===== config.mk =====
export PLATFORM = sky130hd
export DESIGN_NAME = move_tick_scheduler_flat
export DESIGN_NICKNAME = d
export VERILOG_FILES = /design/src/rtl/move_tick_scheduler_pkg.sv /design/src/rtl/move_tick_scheduler_if.sv /design/src/rtl/move_tick_scheduler_ps2_dir_decoder.sv /design/src/rtl/move_tick_scheduler.sv /design/src/flat_wrapper.sv
export SDC_FILE = /design/constraint.sdc
export NUM_CORES = 1
export LEC_CHECK = 0
export ABC_CLOCK_PERIOD_IN_PS = 2300
export BUFFER_PORTS_ARGS = -buffer_cell sky130_fd_sc_hd__buf_4
export CORE_AREA = 2 2 84 86
export DETAILED_ROUTE_END_ITERATION = 10
export DIE_AREA = 0 0 86 88
export PLACE_DENSITY = 0.62
export SYNTH_ARGS = -nofsm -noshare
export SYNTH_HDL_FRONTEND = slang
export SYNTH_SLANG_ARGS = --single-unit

===== constraint.sdc =====
create_clock -name clock -period 2.3 [get_ports clock]
set_input_delay 0.115 -clock clock [delete_from_list [all_inputs] [get_ports clock]]
set_output_delay 0.115 -clock clock [all_outputs]
set_load 0.02 [all_outputs]

===== src/rtl/move_tick_scheduler_pkg.sv =====
// Shared constants, FSM state encodings and the debug view of the move tick scheduler.
package move_tick_scheduler_pkg;

    // Direction encoding presented to the processor.
    localparam logic [1:0] DIR_UP    = 2'd0;
    localparam logic [1:0] DIR_RIGHT = 2'd1;
    localparam logic [1:0] DIR_DOWN  = 2'd2;
    localparam logic [1:0] DIR_LEFT  = 2'd3;

    // PS2 set-2 scan codes of interest.
    localparam logic [7:0] SC_W     = 8'h1D;
    localparam logic [7:0] SC_A     = 8'h1C;
    localparam logic [7:0] SC_S     = 8'h1B;
    localparam logic [7:0] SC_D     = 8'h23;
    localparam logic [7:0] SC_BREAK = 8'hF0;
    localparam logic [7:0] SC_EXT   = 8'hE0;

    typedef enum logic {
        K_IDLE  = 1'b0,
        K_BREAK = 1'b1
    } kbd_state_t;

    typedef enum logic {
        R_IDLE = 1'b0,
        R_REQ  = 1'b1
    } req_state_t;

    // Internal state brought out so checkers can watch both FSMs and the held key.
    typedef struct packed {
        kbd_state_t kbd_state;
        req_state_t req_state;
        logic       key_valid;
        logic [1:0] key_dir;
    } dbg_t;

    // Make code that belongs to a held direction; used to match break codes.
    function automatic logic [7:0] dir_to_code(input logic [1:0] dir);
        logic [7:0] code;
        case (dir)
            DIR_UP:    code = SC_W;
            DIR_RIGHT: code = SC_D;
            DIR_DOWN:  code = SC_S;
            default:   code = SC_A;
        endcase
        return code;
    endfunction

endpackage


===== src/rtl/move_tick_scheduler_if.sv =====
// Move request handshake between the scheduler (master) and the processor (slave).
// Handshake: the master raises move_req with move_dir and holds both stable until
// it samples move_ack=1 on a clock edge; move_req drops on the following cycle.
// move_ack while move_req=0 has no effect.
interface move_tick_scheduler_if;
    logic       move_req;
    logic [1:0] move_dir;
    logic       move_ack;

    modport master (output move_req, output move_dir, input move_ack);
    modport slave  (input move_req, input move_dir, output move_ack);
endinterface


===== src/rtl/move_tick_scheduler_ps2_dir_decoder.sv =====
// Turns the PS2 byte stream into a held WASD direction (make sets, break of the
// held key clears; the newest make wins).
module ps2_dir_decoder
    import move_tick_scheduler_pkg::*;
(
    input  logic       clock,
    input  logic       reset,
    input  logic       ps2_key_pressed,
    input  logic [7:0] ps2_out,
    output logic [1:0] key_dir,
    output logic       key_valid,
    output kbd_state_t kbd_state
);

    kbd_state_t state_q, state_d;
    logic [1:0] key_dir_d;
    logic       key_valid_d;

    // State and held-key registers.
    always_ff @(posedge clock) begin
        if (reset) begin
            state_q   <= K_IDLE;
            key_dir   <= DIR_UP;
            key_valid <= 1'b0;
        end else begin
            state_q   <= state_d;
            key_dir   <= key_dir_d;
            key_valid <= key_valid_d;
        end
    end

    // Next state: bytes are only acted on when the strobe is high; E0 and
    // unknown bytes fall through as no-ops.
    always_comb begin
        state_d     = state_q;
        key_dir_d   = key_dir;
        key_valid_d = key_valid;
        if (ps2_key_pressed) begin
            case (state_q)
                K_IDLE: begin
                    case (ps2_out)
                        SC_W:     begin key_dir_d = DIR_UP;    key_valid_d = 1'b1; end
                        SC_D:     begin key_dir_d = DIR_RIGHT; key_valid_d = 1'b1; end
                        SC_S:     begin key_dir_d = DIR_DOWN;  key_valid_d = 1'b1; end
                        SC_A:     begin key_dir_d = DIR_LEFT;  key_valid_d = 1'b1; end
                        SC_BREAK: state_d = K_BREAK;
                        default:  ;
                    endcase
                end
                default: begin
                    // Releasing a key other than the held one leaves the direction alone.
                    if (ps2_out == dir_to_code(key_dir)) key_valid_d = 1'b0;
                    state_d = K_IDLE;
                end
            endcase
        end
    end

    assign kbd_state = state_q;

endmodule


===== src/rtl/move_tick_scheduler.sv =====
// Game-rate scheduler: picks a direction (switches or keyboard), divides the clock
// into game ticks, issues one move request per tick and runs the powerup countdown.
module move_tick_scheduler
    import move_tick_scheduler_pkg::*;
#(
    parameter int TICK_DIV      = 833_333,
    parameter int CNT_W         = 20,
    parameter int POWERUP_TICKS = 300
) (
    input  logic                    clock,
    input  logic                    reset,
    input  logic                    ps2_key_pressed,
    input  logic [7:0]              ps2_out,
    input  logic                    sw_mode,
    input  logic                    sw_up,
    input  logic                    sw_right,
    input  logic                    sw_down,
    input  logic                    sw_left,
    input  logic                    powerup_start,
    move_tick_scheduler_if.master   move_bus,
    output logic                    tick,
    output logic                    powerup_active,
    output logic [15:0]             powerup_remaining,
    output logic [7:0]              missed_ticks,
    output dbg_t                    dbg
);

    logic [CNT_W-1:0] tick_cnt;
    logic [1:0]       key_dir;
    logic             key_valid;
    kbd_state_t       kbd_state;
    logic [1:0]       dir_sel;
    logic             dir_valid;
    req_state_t       req_state_q, req_state_d;
    logic             dir_load;
    logic [1:0]       move_dir_q;

    ps2_dir_decoder u_decoder (
        .clock           (clock),
        .reset           (reset),
        .ps2_key_pressed (ps2_key_pressed),
        .ps2_out         (ps2_out),
        .key_dir         (key_dir),
        .key_valid       (key_valid),
        .kbd_state       (kbd_state)
    );

    // Direction source: switches with fixed priority, or the held key.
    always_comb begin
        dir_sel   = key_dir;
        dir_valid = key_valid;
        if (sw_mode) begin
            dir_valid = sw_up | sw_right | sw_down | sw_left;
            if (sw_up)         dir_sel = DIR_UP;
            else if (sw_right) dir_sel = DIR_RIGHT;
            else if (sw_down)  dir_sel = DIR_DOWN;
            else               dir_sel = DIR_LEFT;
        end
    end

    // Free-running game tick divider.
    always_ff @(posedge clock) begin
        if (reset)                                  tick_cnt <= '0;
        else if (tick_cnt == CNT_W'(TICK_DIV - 1))  tick_cnt <= '0;
        else                                        tick_cnt <= tick_cnt + CNT_W'(1);
    end

    assign tick = (tick_cnt == CNT_W'(TICK_DIV - 1));

    // Request FSM state register.
    always_ff @(posedge clock) begin
        if (reset) req_state_q <= R_IDLE;
        else       req_state_q <= req_state_d;
    end

    // Request FSM next state: a tick with a direction opens a request, ack closes it.
    always_comb begin
        req_state_d = req_state_q;
        dir_load    = 1'b0;
        case (req_state_q)
            R_IDLE: begin
                if (tick && dir_valid) begin
                    req_state_d = R_REQ;
                    dir_load    = 1'b1;
                end
            end
            default: begin
                if (move_bus.move_ack) req_state_d = R_IDLE;
            end
        endcase
    end

    // Direction is captured once per request and frozen until the ack.
    always_ff @(posedge clock) begin
        if (reset)         move_dir_q <= DIR_UP;
        else if (dir_load) move_dir_q <= dir_sel;
    end

    assign move_bus.move_req = (req_state_q == R_REQ);
    assign move_bus.move_dir = move_dir_q;

    // Ticks that arrive while a request is still outstanding are dropped and counted.
    always_ff @(posedge clock) begin
        if (reset)
            missed_ticks <= 8'd0;
        else if (tick && (req_state_q == R_REQ) && (missed_ticks != 8'hFF))
            missed_ticks <= missed_ticks + 8'd1;
    end

    // Powerup countdown: a start (re)loads and takes precedence over a tick.
    always_ff @(posedge clock) begin
        if (reset)
            powerup_remaining <= 16'd0;
        else if (powerup_start)
            powerup_remaining <= 16'(POWERUP_TICKS);
        else if (tick && (powerup_remaining != 16'd0))
            powerup_remaining <= powerup_remaining - 16'd1;
    end

    assign powerup_active = (powerup_remaining != 16'd0);

    // Debug view of both FSMs and the held key.
    always_comb begin
        dbg           = '0;
        dbg.kbd_state = kbd_state;
        dbg.req_state = req_state_q;
        dbg.key_valid = key_valid;
        dbg.key_dir   = key_dir;
    end

endmodule


===== src/flat_wrapper.sv =====
// flat-port wrapper written by rule: the top's interface ports become plain ports
module move_tick_scheduler_flat import move_tick_scheduler_pkg::*;
#(
    parameter int TICK_DIV      = 833_333,
    parameter int CNT_W         = 20,
    parameter int POWERUP_TICKS = 300
)
  (clock, reset, ps2_key_pressed, ps2_out, sw_mode, sw_up, sw_right, sw_down, sw_left, powerup_start, tick, powerup_active, powerup_remaining, missed_ticks, dbg, move_bus_move_req, move_bus_move_dir, move_bus_move_ack);
  move_tick_scheduler_if move_bus_i ();
  input  logic clock;
  input  logic reset;
  input  logic ps2_key_pressed;
  input  logic [7:0] ps2_out;
  input  logic sw_mode;
  input  logic sw_up;
  input  logic sw_right;
  input  logic sw_down;
  input  logic sw_left;
  input  logic powerup_start;
  output logic tick;
  output logic powerup_active;
  output logic [15:0] powerup_remaining;
  output logic [7:0] missed_ticks;
  output dbg_t dbg;
  output wire logic [$bits(move_bus_i.move_req)-1:0] move_bus_move_req;
  output wire logic [$bits(move_bus_i.move_dir)-1:0] move_bus_move_dir;
  input wire logic [$bits(move_bus_i.move_ack)-1:0] move_bus_move_ack;
  assign move_bus_move_req = move_bus_i.move_req;
  assign move_bus_move_dir = move_bus_i.move_dir;
  assign move_bus_i.move_ack = move_bus_move_ack;
  move_tick_scheduler #(.TICK_DIV(TICK_DIV), .CNT_W(CNT_W), .POWERUP_TICKS(POWERUP_TICKS)) u_core (.clock(clock), .reset(reset), .ps2_key_pressed(ps2_key_pressed), .ps2_out(ps2_out), .sw_mode(sw_mode), .sw_up(sw_up), .sw_right(sw_right), .sw_down(sw_down), .sw_left(sw_left), .powerup_start(powerup_start), .move_bus(move_bus_i), .tick(tick), .powerup_active(powerup_active), .powerup_remaining(powerup_remaining), .missed_ticks(missed_ticks), .dbg(dbg));
endmodule

==> metrics.yaml <==
run_status:
  run_status: "finished clean"
global_route:
  overflow: 0
  grt_usage: 0.163
  antenna_found_initial: 0
  grt_pass1_vias: 2231
  grt_pass1_wl_um: 10100
  grt_max_degree: 24
logic_synthesis:
  syn_nets: 330
  syn_inst: 306
  netlist_area_um2: 2620
  synthArstFlopShare: 0
  synth_area_leader_cell: "dfxtp_1"
  synth_cell_types: 50
  ys_seq_elements: 51
  yosysWarnings: 0
  ys_seq_area_frac: 0.389
  synth_top_area_share: 0.389
  netlist_top_cells_area: "dfxtp_1 39%, nor2_1 6.2%, xnor2_1 4.3%"
  avgSynthCellArea_um2: 8.57
  synth_edf_count: 0
  synth_flop_cell: "dfxtp_1"
clocking:
  clock-sinks: 51
  cts_made_buffers: 5
  cts_hold_buf: 0
  path_clk_slew_ps: 90
  clock_latency_ps: 300
  cts_tree: "yes"
  htreeDepth: 2
  clk_path_buf_depth: 2
  cts_root_buf: "clkbuf_8"
sta:
  tns_ps: 0
  rsz0062_at_grt: "no"
  setup_viol: 0
  maxSlewHeadroom: 0.710
  worst_slew_pin_slew_ps: 430
  skew_ps: 8.57
  report.final.slew_viol_count: 0
  fmax_mhz: 454
  fin_crit_sh: 0.958
  hold_violations: 0
  fin_crit_ps: 2200
finish:
  multi_input_area_um2: 1480
  nFillCells: 628
  instances_no_fill: 448
  drive_above_1_share: 0.234
  diodes: 0
  num-nets-final: 391
  regArea_um2: 1020
  final_cell_mix: "64 x buf_4, 51 x dfxtp_1, 43 x nor2_1"
  final_common_cell: "buf_4"
  finish.instance_area_um2: 3260
  area_delta_synth_final_pct: 24.4
floorplanning:
  initial_core_util: 0.395
  rows: 30
  die_w_um: 86
  die_h_um: 88
  die-area_um2: 7570
  core_um2: 6640
  ios: 52
drt:
  drt_iter0_markers: 98
  dr.pass1.iters: 4
  wire_per_inst_um: 13.0
  vias: 2401
  wl_um: 5830
  vias_per_cell: 5.36
  route.detailed.drc: 0
  final_antenna_net_count: 0
power:
  max-vdd-ir-drop_mv: 0.227
  p_leak_nw: 1.30
  powerDensity_nw_per_um2: 494
setup_path:
  path_class: "register to register"
  end_kind: "register"
  crit_path_max_fanout: 5
  arrival_ps: 2440
  start_kind: "register"
  required_ps: 2530
flow_run:
  maxCapViolations: 0
place:
  place_inst: 439
  port_buffers: 51
  gp_congestion: 0.819
  dpl_cell_area_um2: 3150
  dpl.hpwl_um: 4300
worst_hold_path:
  hold_path_class: "input pin to register"
[critical path: stages, from the launching register on]
cell	delay, ps
dfxtp_1	360
or4_4	550
or2_1	270
or4_1	480
or3_1	320
a21oi_1	160
[state kept, by name, indices dropped and copies added, names as in the netlist]
signal                      flops
u_core.missed_ticks             8
u_core.move_bus.move_dir        2
u_core.move_bus.move_req        1
u_core.powerup_remaining       16
u_core.tick_cnt                20
u_core.u_decoder.kbd_state      1
u_core.u_decoder.key_dir        2
u_core.u_decoder.key_valid      1
[synth_stat cells (3+ instances only)]
library cell,n
nor4_1,7
buf_4,3
or2_2,3
nor2_1,43
dfxtp_1,51
or4_1,10
a31oi_1,4
ha_1,6
inv_1,15
or3_2,3
a21oi_1,16
a211oi_1,3
nand4_1,7
and4_1,6
mux2i_1,4
and3_1,5
o31ai_1,4
clkbuf_1,5
o21ai_0,7
nor3_1,6
nand2_1,14
nand3_1,13
or3_1,7
xnor2_1,13
nor3b_1,4
xor2_1,13
and3b_1,3
[path summary, 6_finish.rpt]
| path | startpoint | endpoint | slack [ps] | cells after the start |
|---|---|---|---|---|
| worst max-delay path | u_core.powerup_remaining[8] | u_core.powerup_remaining[15] | 100 | 5 |
| worst min-delay path | move_bus_move_ack | u_core.move_bus.move_req | 80 | 3 |
| worst max register to register | u_core.powerup_remaining[8] | u_core.powerup_remaining[15] | 100 | 5 |
| worst min register to register | u_core.powerup_remaining[14] | u_core.powerup_remaining[14] | 490 | 2 |
[final cells by class]
class                      instances  share of cell area
clock buffer                       8              0.0307
inverter                          15              0.0173
multi-input combinational        229               0.455
sequential                        51               0.313
tap                               80              0.0307
timing repair buffer              65               0.153
[stage by stage]
stage                     power [mW]  setup WS (ps)  hold WS, ps  utilization
final                           1.61           95.8         80.8        0.491
after global routing            1.69           8.98         78.5        0.491
after CTS                       1.63           1.32         71.0        0.490
after detailed placement        1.07           55.4          390        0.474
after global placement          1.07           93.2          399        0.474
after floorplan                 1.00            137          292            -
[logic make-up (layout without fill, tap and decap cells)]
family / Yosys count / in the layout / share of synthesized area
adders and majority gates: 6 / 6 / 0.0286
muxes: 5 / 5 / 0.0196
AOI/OAI and AO/OA: 46 / 46 / 0.114
and+or+nand+nor: 146 / 146 / 0.315
DFF: 51 / 51 / 0.389
buffers and inverters: 26 / 88 / 0.0472
xor gates and xnor gates: 26 / 26 / 0.0868
[repair_timing]
action,CTS,global route
resized for setup,1,0
endpoints found under the setup margin,1,11
setup buffers,0,1
pin swaps,0,1
[power by group]
part / total, mW / switching [mW] / leakage (nW) / internal, mW
Sequential: 0.900 / 0.00858 / 0.413 / 0.892
Clock: 0.562 / 0.286 / 0.0515 / 0.275
Combinational: 0.150 / 0.0800 / 0.833 / 0.0701
[routing by layer]
layer  vias to the layer above  share of wire  track usage
met1                      1123           0.49        0.210
met5                         -              0            0
li1                       1227              -            -
met2                        45           0.46        0.275
met4                         0          0.011       0.0635
met3                         6          0.036       0.0254
Note: power is estimated with default switching activity, not from simulation.
